File: config.mk
export PLATFORM = sky130hd
export DESIGN_NAME = tt_dpll_lock_ctrl
export DESIGN_NICKNAME = d
export VERILOG_FILES = /design/src/rtl/tt_dpll_pkg.sv /design/src/rtl/tt_sat_counter.sv /design/src/rtl/tt_dpll_lock_ctrl.sv
export SDC_FILE = /design/constraint.sdc
export NUM_CORES = 1
export LEC_CHECK = 0
export BUFFER_PORTS_ARGS = -buffer_cell sky130_fd_sc_hd__buf_2
export CAP_MARGIN = 10
export CORE_MARGIN = 3
export CORE_UTILIZATION = 51
export DETAILED_ROUTE_END_ITERATION = 10
export PLACE_DENSITY = 0.7
export SKIP_CTS_REPAIR_TIMING = 1
export SLEW_MARGIN = 10
export SYNTH_ARGS = -nofsm -noshare
export SYNTH_HDL_FRONTEND = slang
export SYNTH_SLANG_ARGS = --single-unit
File: constraint.sdc
create_clock -name o_clk_gen -period 3.2 [get_ports o_clk_gen]
set_input_delay 0.32 -clock o_clk_gen [delete_from_list [all_inputs] [get_ports o_clk_gen]]
set_output_delay 0.32 -clock o_clk_gen [all_outputs]
set_load 0.005 [all_outputs]
File: src/rtl/tt_dpll_pkg.sv
// Shared types and default constants for the DPLL acquisition/lock sequencer.
package tt_dpll_pkg;

    localparam int unsigned STATE_W          = 3;
    localparam int unsigned CNT_W_DEF        = 8;
    localparam int unsigned CLEAR_CYCLES_DEF = 4;
    localparam int unsigned COARSE_CNT_DEF   = 16;
    localparam int unsigned LOCK_CNT_DEF     = 64;
    localparam int unsigned UNLOCK_CNT_DEF   = 4;
    localparam int unsigned ACQ_TIMEOUT_DEF  = 200;
    localparam int unsigned RETRY_W_DEF      = 4;

    localparam logic [1:0] GAIN_OFF    = 2'b00;
    localparam logic [1:0] GAIN_COARSE = 2'b10;
    localparam logic [1:0] GAIN_FINE   = 2'b01;

    typedef enum logic [STATE_W-1:0] {
        ST_IDLE    = 3'd0,
        ST_CLEAR   = 3'd1,
        ST_ACQUIRE = 3'd2,
        ST_TRACK   = 3'd3,
        ST_LOCKED  = 3'd4
    } state_t;

endpackage

File: src/rtl/tt_sat_counter.sv
// Saturating up-counter with synchronous clear and a scan-shift mode.
// Scan shifts bit 0 toward the MSB; the MSB feeds the next chain element.
module tt_sat_counter #(
    parameter int unsigned W = 8
) (
    input  logic         clk,
    input  logic         rst_n,
    input  logic         scan_en,
    input  logic         scan_in,
    input  logic         clr,
    input  logic         inc,
    output logic [W-1:0] cnt,
    output logic         scan_out
);

    localparam logic [W-1:0] CNT_MAX = '1;

    // Counter register: scan shift overrides clear, clear overrides increment.
    always_ff @(posedge clk or negedge rst_n) begin
        if (!rst_n) begin
            cnt <= '0;
        end else if (scan_en) begin
            cnt <= {cnt[W-2:0], scan_in};
        end else if (clr) begin
            cnt <= '0;
        end else if (inc && (cnt != CNT_MAX)) begin
            cnt <= cnt + W'(1);
        end
    end

    assign scan_out = cnt[W-1];

endmodule

File: src/rtl/tt_dpll_lock_ctrl.sv
// DPLL acquisition and lock sequencer: clear, coarse acquire, fine track,
// locked, with loss-of-lock detection, timeout retry and a scan chain.
module tt_dpll_lock_ctrl
    import tt_dpll_pkg::*;
#(
    parameter int unsigned CNT_W        = CNT_W_DEF,
    parameter int unsigned CLEAR_CYCLES = CLEAR_CYCLES_DEF,
    parameter int unsigned COARSE_CNT   = COARSE_CNT_DEF,
    parameter int unsigned LOCK_CNT     = LOCK_CNT_DEF,
    parameter int unsigned UNLOCK_CNT   = UNLOCK_CNT_DEF,
    parameter int unsigned ACQ_TIMEOUT  = ACQ_TIMEOUT_DEF,
    parameter int unsigned RETRY_W      = RETRY_W_DEF
) (
    input  logic               o_clk_gen,
    input  logic               i_rst_n,
    input  logic               i_enable,
    input  logic               i_up,
    input  logic               i_down,
    output logic               o_lpf_clear,
    output logic               o_lpf_hold,
    output logic [1:0]         o_gain_sel,
    output logic               o_locked,
    output logic               o_lost_lock,
    output logic [RETRY_W-1:0] o_retry_cnt,
    output logic [2:0]         o_state,
    input  logic               i_scan_en,
    input  logic               i_scan_in,
    output logic               o_scan_out
);

    state_t             state;
    state_t             next_state;
    logic               activity;
    logic               state_chg;
    logic               retry_inc;
    logic               timeout;
    logic               coarse_hit;
    logic               lock_hit;
    logic               unlock_hit;
    logic [CNT_W-1:0]   quiet_cnt;
    logic [CNT_W-1:0]   act_cnt;
    logic [CNT_W-1:0]   timer;
    logic               quiet_so;
    logic               act_so;
    logic               timer_so;
    logic [RETRY_W-1:0] retry_cnt;
    logic               lost_lock;

    assign activity   = i_up | i_down;
    assign timeout    = (timer == CNT_W'(ACQ_TIMEOUT - 1));
    assign coarse_hit = (quiet_cnt == CNT_W'(COARSE_CNT - 1)) && !activity;
    assign lock_hit   = (quiet_cnt == CNT_W'(LOCK_CNT - 1)) && !activity;
    assign unlock_hit = (act_cnt == CNT_W'(UNLOCK_CNT - 1)) && activity;
    assign state_chg  = (next_state != state);

    // Next-state logic; priority is enable, then timeout, then advance, then unlock.
    always_comb begin
        next_state = state;
        retry_inc  = 1'b0;
        if (!i_enable) begin
            next_state = ST_IDLE;
        end else begin
            case (state)
                ST_IDLE:    next_state = ST_CLEAR;
                ST_CLEAR: begin
                    if (timer == CNT_W'(CLEAR_CYCLES - 1)) next_state = ST_ACQUIRE;
                end
                ST_ACQUIRE: begin
                    if (timeout) begin
                        next_state = ST_CLEAR;
                        retry_inc  = 1'b1;
                    end else if (coarse_hit) begin
                        next_state = ST_TRACK;
                    end
                end
                ST_TRACK: begin
                    if (timeout) begin
                        next_state = ST_CLEAR;
                        retry_inc  = 1'b1;
                    end else if (lock_hit) begin
                        next_state = ST_LOCKED;
                    end else if (unlock_hit) begin
                        next_state = ST_ACQUIRE;
                    end
                end
                ST_LOCKED: begin
                    if (unlock_hit) next_state = ST_ACQUIRE;
                end
                default:    next_state = ST_IDLE;
            endcase
        end
    end

    // State register; scan shifts state[0] -> state[2].
    always_ff @(posedge o_clk_gen or negedge i_rst_n) begin
        if (!i_rst_n) begin
            state <= ST_IDLE;
        end else if (i_scan_en) begin
            state <= state_t'({state[1:0], i_scan_in});
        end else begin
            state <= next_state;
        end
    end

    tt_sat_counter #(.W(CNT_W)) u_quiet_cnt (
        .clk      (o_clk_gen),
        .rst_n    (i_rst_n),
        .scan_en  (i_scan_en),
        .scan_in  (state[2]),
        .clr      (activity | state_chg | !i_enable),
        .inc      (!activity),
        .cnt      (quiet_cnt),
        .scan_out (quiet_so)
    );

    tt_sat_counter #(.W(CNT_W)) u_act_cnt (
        .clk      (o_clk_gen),
        .rst_n    (i_rst_n),
        .scan_en  (i_scan_en),
        .scan_in  (quiet_so),
        .clr      (!activity | state_chg | !i_enable),
        .inc      (activity),
        .cnt      (act_cnt),
        .scan_out (act_so)
    );

    // Phase timer keeps running across ACQUIRE->TRACK so the timeout spans both.
    tt_sat_counter #(.W(CNT_W)) u_timer (
        .clk      (o_clk_gen),
        .rst_n    (i_rst_n),
        .scan_en  (i_scan_en),
        .scan_in  (act_so),
        .clr      ((state_chg && !((state == ST_ACQUIRE) && (next_state == ST_TRACK)))
                   | !i_enable),
        .inc      (1'b1),
        .cnt      (timer),
        .scan_out (timer_so)
    );

    // Retry counter and registered loss-of-lock pulse, tail of the scan chain.
    always_ff @(posedge o_clk_gen or negedge i_rst_n) begin
        if (!i_rst_n) begin
            retry_cnt <= '0;
            lost_lock <= 1'b0;
        end else if (i_scan_en) begin
            retry_cnt <= {retry_cnt[RETRY_W-2:0], timer_so};
            lost_lock <= retry_cnt[RETRY_W-1];
        end else begin
            if (retry_inc && (retry_cnt != '1)) retry_cnt <= retry_cnt + RETRY_W'(1);
            lost_lock <= (state == ST_LOCKED) && (next_state == ST_ACQUIRE);
        end
    end

    // Loop-filter controls decoded from the current state.
    always_comb begin
        o_lpf_clear = 1'b0;
        o_lpf_hold  = 1'b0;
        o_gain_sel  = GAIN_OFF;
        o_locked    = 1'b0;
        case (state)
            ST_IDLE:    o_lpf_hold  = 1'b1;
            ST_CLEAR:   o_lpf_clear = 1'b1;
            ST_ACQUIRE: o_gain_sel  = GAIN_COARSE;
            ST_TRACK:   o_gain_sel  = GAIN_FINE;
            ST_LOCKED: begin
                o_gain_sel = GAIN_FINE;
                o_locked   = 1'b1;
            end
            default:    o_gain_sel  = GAIN_OFF;
        endcase
    end

    assign o_lost_lock = lost_lock;
    assign o_retry_cnt = retry_cnt;
    assign o_state     = state;
    assign o_scan_out  = lost_lock;

endmodule
### After elaboration in Yosys (flattened, before gate mapping)

Cells that the tools add are included.

* word-level logic and storage cells: 79
* register bits after elaboration: 32
* bits of input ports: 7
* output and inout port bits: 14

* equal/unequal tests: 16
* reductions and logical operators: 19
* muxes and demuxes: 28
* add/sub/neg operators: 4
* bitwise logic cells: 6

Operators by type and width (number)
* 8-bit two-way mux: 9
* 8-bit by 1-bit adder with 8-bit output, second input constant: 3
* 3-bit two-way mux: 8
* 8-bit inequality test, second input constant: 3
* 8-bit by 2-bit == test with 1-bit output, second input constant: 2
* 3-bit one-hot mux with 5 select lines: 1
* 3-bit by 2-bit == test with 1-bit output, second input constant: 4
* 1-bit logical AND: 9
* 3-bit nonzero test: 3
* 8-bit by 4-bit == test with 1-bit output, second input constant: 1
* 8-bit by 6-bit == test with 1-bit output, second input constant: 1
* 8-bit == test, second input constant: 1
* 4-bit two-way mux: 2
* 1-bit two-way mux: 7
* 1-bit bitwise OR: 6
* 4-bit by 1-bit adder with 4-bit output, second input constant: 1
* 4-bit inequality test, second input constant: 1
* 2-bit one-hot mux with 2 select lines: 1
* 2-bit OR reduction: 2
* 3-bit by 1-bit == test with 1-bit output, second input constant: 1
* 3-bit == test, second input constant: 1
* 1-bit logical NOT: 3
* 3-bit logical NOT: 1
* 3-bit inequality test: 1
* 2-bit nonzero test: 1

### Longest topological paths before layout

* word-level depth: 14
* depth in mapped cells: 8
* gate-level depth less buffers: 8

### Modules after synthesis

A second synthesis with hierarchy kept.

* cells, all modules: 265
* area, all modules: 2296.0 um^2

Modules (own cells, without submodules)
* tt_sat_counter: area each 515.5 um^2, sequential area each 200.2 um^2, cells an instance 56, times used 3
* tt_dpll_lock_ctrl: area each 749.5 um^2, sequential area each 200.2 um^2, cells an instance 97, times used 1

### Least setup slack after synthesis

No wires, ideal clock.

* kind: reg-to-reg
* from: register u_timer.cnt[0]
* to: register u_timer.cnt[7]
* clock period less this slack: 2232 ps
* arrival time: 2091 ps
* stages on the path, launching flop included: 9
* required time: 3059 ps
* setup slack: 968 ps
* buffers on the path: 0
* library setup time: 141 ps
* cell sequence: dfrtp_1 -> ha_1 -> nor4b_1 -> a311oi_1 -> o31ai_2 -> o211ai_1 -> o2111ai_2 -> o21a_2 -> a211oi_1

* cells in the longest elaborated chain, start to end: 11
* elaborated cells between the ends (all ways): 19
* those cells by class: 1 x add/sub; 5 x eq/ne; 8 x mux; 1 x bitwise; 4 x reduce/logical

RTL lines
* start: declaration: line tt_sat_counter.sv:12 `output logic [W-1:0] cnt,`
* start signal: assignment: line tt_sat_counter.sv:23 `cnt <= {cnt[W-2:0], scan_in};`
* start signal: assignment: line tt_sat_counter.sv:27 `cnt <= cnt + W'(1);`
* 8-bit == test or 8-bit by 2-bit == test with 1-bit output (tied branches): line tt_dpll_lock_ctrl.sv:50, tt_dpll_lock_ctrl.sv:66
* 3-bit two-way mux, on equally long branches: line tt_dpll_lock_ctrl.sv:77, tt_dpll_lock_ctrl.sv:66, tt_dpll_lock_ctrl.sv:69
* 3-bit one-hot mux with 5 select lines: line tt_dpll_lock_ctrl.sv:63 `case (state)`
* 3-bit two-way mux: line tt_dpll_lock_ctrl.sv:60 `if (!i_enable) begin`
* 3-bit by 2-bit == test with 1-bit output: line tt_dpll_lock_ctrl.sv:133 `.clr ((state_chg && !((state == ST_ACQUIRE) && (next_state == ST_TRACK)))`
* 1-bit logical AND: line tt_dpll_lock_ctrl.sv:133
* 1-bit logical NOT: line tt_dpll_lock_ctrl.sv:133
* 1-bit logical AND: line tt_dpll_lock_ctrl.sv:133
* 1-bit bitwise OR: line tt_dpll_lock_ctrl.sv:134 `| !i_enable),`
* 8-bit two-way mux: line tt_sat_counter.sv:24 `end else if (clr) begin`
* 8-bit two-way mux: line tt_sat_counter.sv:22 `end else if (scan_en) begin`

Several ways; a longest one is shown, not always the timed one. The select of a mux whose other input is x is not followed.
A chain may end at the register's enable or synchronous reset.

### Final worst setup path

Ends and elaborated chain as after synthesis.

==> results.json <==
{
  "status": "finished clean",
  "synth_fp_nets": 255,
  "insertion_delay_ns": 0.29,
  "placed_cells": 301,
  "final_cell_mix": "dfrtp_1 (32), nand2_1 (29), nor2_1 (20), buf_2 (20), o21ai_0 (15)",
  "slowest_delay_ns": 0.44,
  "wl_per_cell_um": 15.8,
  "synthesis.area_mm2": 0.00213,
  "rsz0062_at_grt": "no",
  "path_max_fanout": 8,
  "switching_share_pct": 29.4,
  "maxCapViolCount": 0,
  "antenna_found_initial": 0,
  "drt_iter0_markers": 244,
  "crit_path_start_kind": "register",
  "stdcell_area_mm2": 0.00234,
  "slew_headroom_pct": 51.4,
  "num_rows": 22,
  "stdcell_count": 309,
  "synthCells": 244,
  "crit_buf_inv": 0,
  "vias_per_cell": 6.30,
  "yosysSeqAreaShare_pct": 37.5,
  "final_common_cell": "dfrtp_1",
  "path_delay_family": "compound AO/OA/AOI/OAI gates",
  "intPower_w": 0.000642,
  "finalHoldViolCount": 0,
  "die_h_um": 70.7,
  "grt_max_degree": 33,
  "worstPathArrival_ns": 2.73,
  "cts_buffers": 5,
  "combPwrFrac_pct": 14.4,
  "h-tree-depth": 2,
  "cp_data_required_time_ns": 3.35,
  "ant_nets": 0,
  "drc": 0,
  "ys_seq_elements": 32,
  "syn2layout_area_growth_pct": 9.74,
  "nets": 271,
  "routed_wirelength_mm": 4.88,
  "pre_cts_ws_ns": 0.664,
  "peakVddDrop_mv": 0.193,
  "dr.pass1.iters": 4,
  "post-dp-hpwl_mm": 3.30,
  "totalNegativeSetupSlack_ns": 0,
  "synth_edf_count": 0,
  "use_met1_pct": 29.0,
  "grt.met3_usage_pct": 4.83,
  "synth_cell_type_count": 57,
  "cts_tree": "done",
  "tightest_slew_ns": 0.730,
  "setup_viol": 0,
  "io_buffers": 20,
  "place_area_mm2": 0.00225,
  "diodes": 0,
  "power_density_mw_per_mm2": 389,
  "finClkSkew_ns": 0.00185,
  "hp-class": "input pin to async pin",
  "num_io_pins": 21,
  "synthFlopType": "dfrtp_1",
  "grt_pass1_wl_mm": 8.29,
  "finalWorstSetupSlack_ns": 0.620,
  "ctsLongestPathBuffers": 2,
  "drv_slew": 0,
  "p_sw_w": 0.000268,
  "min_period_over_period_pct": 80.6,
  "grt_pass1_vias": 1777,
  "period_needed_ns": 2.58,
  "crit_type": "register to register",
  "yosys_warnings": 0,
  "synth_area_per_cell_um2": 8.74,
  "die-width_um": 70.7,
  "finalPower_w": 0.000910,
  "ys_async_sr_fraction_pct": 100,
  "cts_sinks": 32,
  "max_freq_mhz": 388,
  "gp_congestion": 0.906,
  "core_mm2": 0.00385,
  "drive_gt1_share_pct": 15.7,
  "grtUsageMet2_pct": 30.7,
  "endpoint_kind": "register",
  "sequentialPowerShare_pct": 49.3,
  "cts_root_buf": "clkbuf_8",
  "path_clk_slew_ns": 0.07,
  "die-area_mm2": 0.00499,
  "critPathSlowestCell": "o31ai_2",
  "initial_core_util_pct": 55.4,
  "p_clk_share_pct": 36.4,
  "grt_overflow": 0,
  "grt-busiest-layer": "met2",
  "vias": 1948,
  "crit_chain": "ha_1, nor4b_1, a311oi_1, o31ai_2, o211ai_1, o2111ai_2, o21a_2, a211oi_1",
  "power.leakage_nw": 1.03,
  "grt_util_all_layers_pct": 20.4
}
area by class of cell:
| class | instances | area (um^2) |
|---|---|---|
| fill | 360 | 1510 |
| tap | 48 | 60.1 |
| clock buffer | 6 | 82.6 |
| multi-input combinational | 194 | 1260 |
| timing repair buffer | 21 | 108 |
| sequential | 32 | 801 |
| inverter | 6 | 22.5 |
| clock inverter | 2 | 10.0 |
path summary, 6_finish.rpt:
kind / slack [ns] / from / to / cells past startpoint
max: 0.62 / u_timer.cnt[0] / u_timer.cnt[7] / 8
min: 0.09 / i_rst_n / u_quiet_cnt.cnt[2] / 1
max reg2reg: 0.62 / u_timer.cnt[0] / u_timer.cnt[7] / 8
min reg2reg: 0.57 / u_timer.cnt[1] / u_timer.cnt[2] / 2
max in group asynchronous: 2.65 / i_rst_n / o_retry_cnt[0] / 1
min in group o_clk_gen: 0.28 / i_scan_in / o_state[0] / 3
cells in the mapped netlist, drive strengths merged (2+ instances only):
cell    instances  area share (%)
dfrtp          32              38
nand2          29             5.1
nor2           21             4.0
o21ai          15             3.5
nand3          14             3.3
a21oi          13             3.0
a22o           11             4.5
clkbuf          9             1.6
nor3            8             2.3
o31ai           7             2.7
o21a            6             2.2
xnor2           6             2.5
and3            4             1.2
ha              4             2.3
inv             4            0.70
nor2b           4             1.2
and2            3            0.88
buf             3            0.88
mux2i           3             1.4
nand4           3            0.88
nor4b           3             1.2
o22ai           3            0.88
xor2            3             1.2
a211oi          2            0.70
a311oi          2             1.1
and4            2            0.82
clkinv          2            0.35
mux2            2             1.1
nor4            2            0.59
o211a           2            0.94
o32ai           2            0.82
or2             2            0.59
routing by layer:
| layer | vias to the layer above | routed length [um] |
|---|---|---|
| met4 | 0 | 59 |
| met1 | 937 | 2380 |
| li1 | 945 | - |
| met5 | - | 0 |
| met2 | 60 | 2140 |
| met3 | 6 | 301 |
metrics by stage:
step | util [%] | hold slack (ns)
after global placement | 58.3 | 0.414
after CTS | 60.7 | 0.110
after global routing | 60.7 | 0.136
final | 60.7 | 0.0884
after detailed placement | 58.3 | 0.420
after floorplan | - | 0.0244
flip-flops by register name (all words and copies together), names as in the netlist:
register	count
o_lost_lock	1
o_retry_cnt	4
o_state	3
u_act_cnt.cnt	8
u_quiet_cnt.cnt	8
u_timer.cnt	8
power by group through the flow:
| stage | combinational (W) | clock, W | sequential, W |
|---|---|---|---|
| global placement | 0.000129 | 0 | 0.000455 |
| CTS | 0.000131 | 0.000339 | 0.000447 |
| finish | 0.000131 | 0.000331 | 0.000448 |
| global route | 0.000147 | 0.000362 | 0.000452 |
| floorplan | 0.0000993 | 0 | 0.000441 |
| detailed placement | 0.000130 | 0 | 0.000455 |
kinds of logic after synthesis:
group           count (synthesis)  synth area share (%)
simple gates                  101                  24.5
compound gates                 75                  26.0
flops                          32                  37.5
buf+inv                        18                  3.52
xor+xnor                        9                  3.70
mux                             5                  2.46
fa+ha+maj                       4                  2.35
No activity file was read; power rests on OpenSTA's default activity.
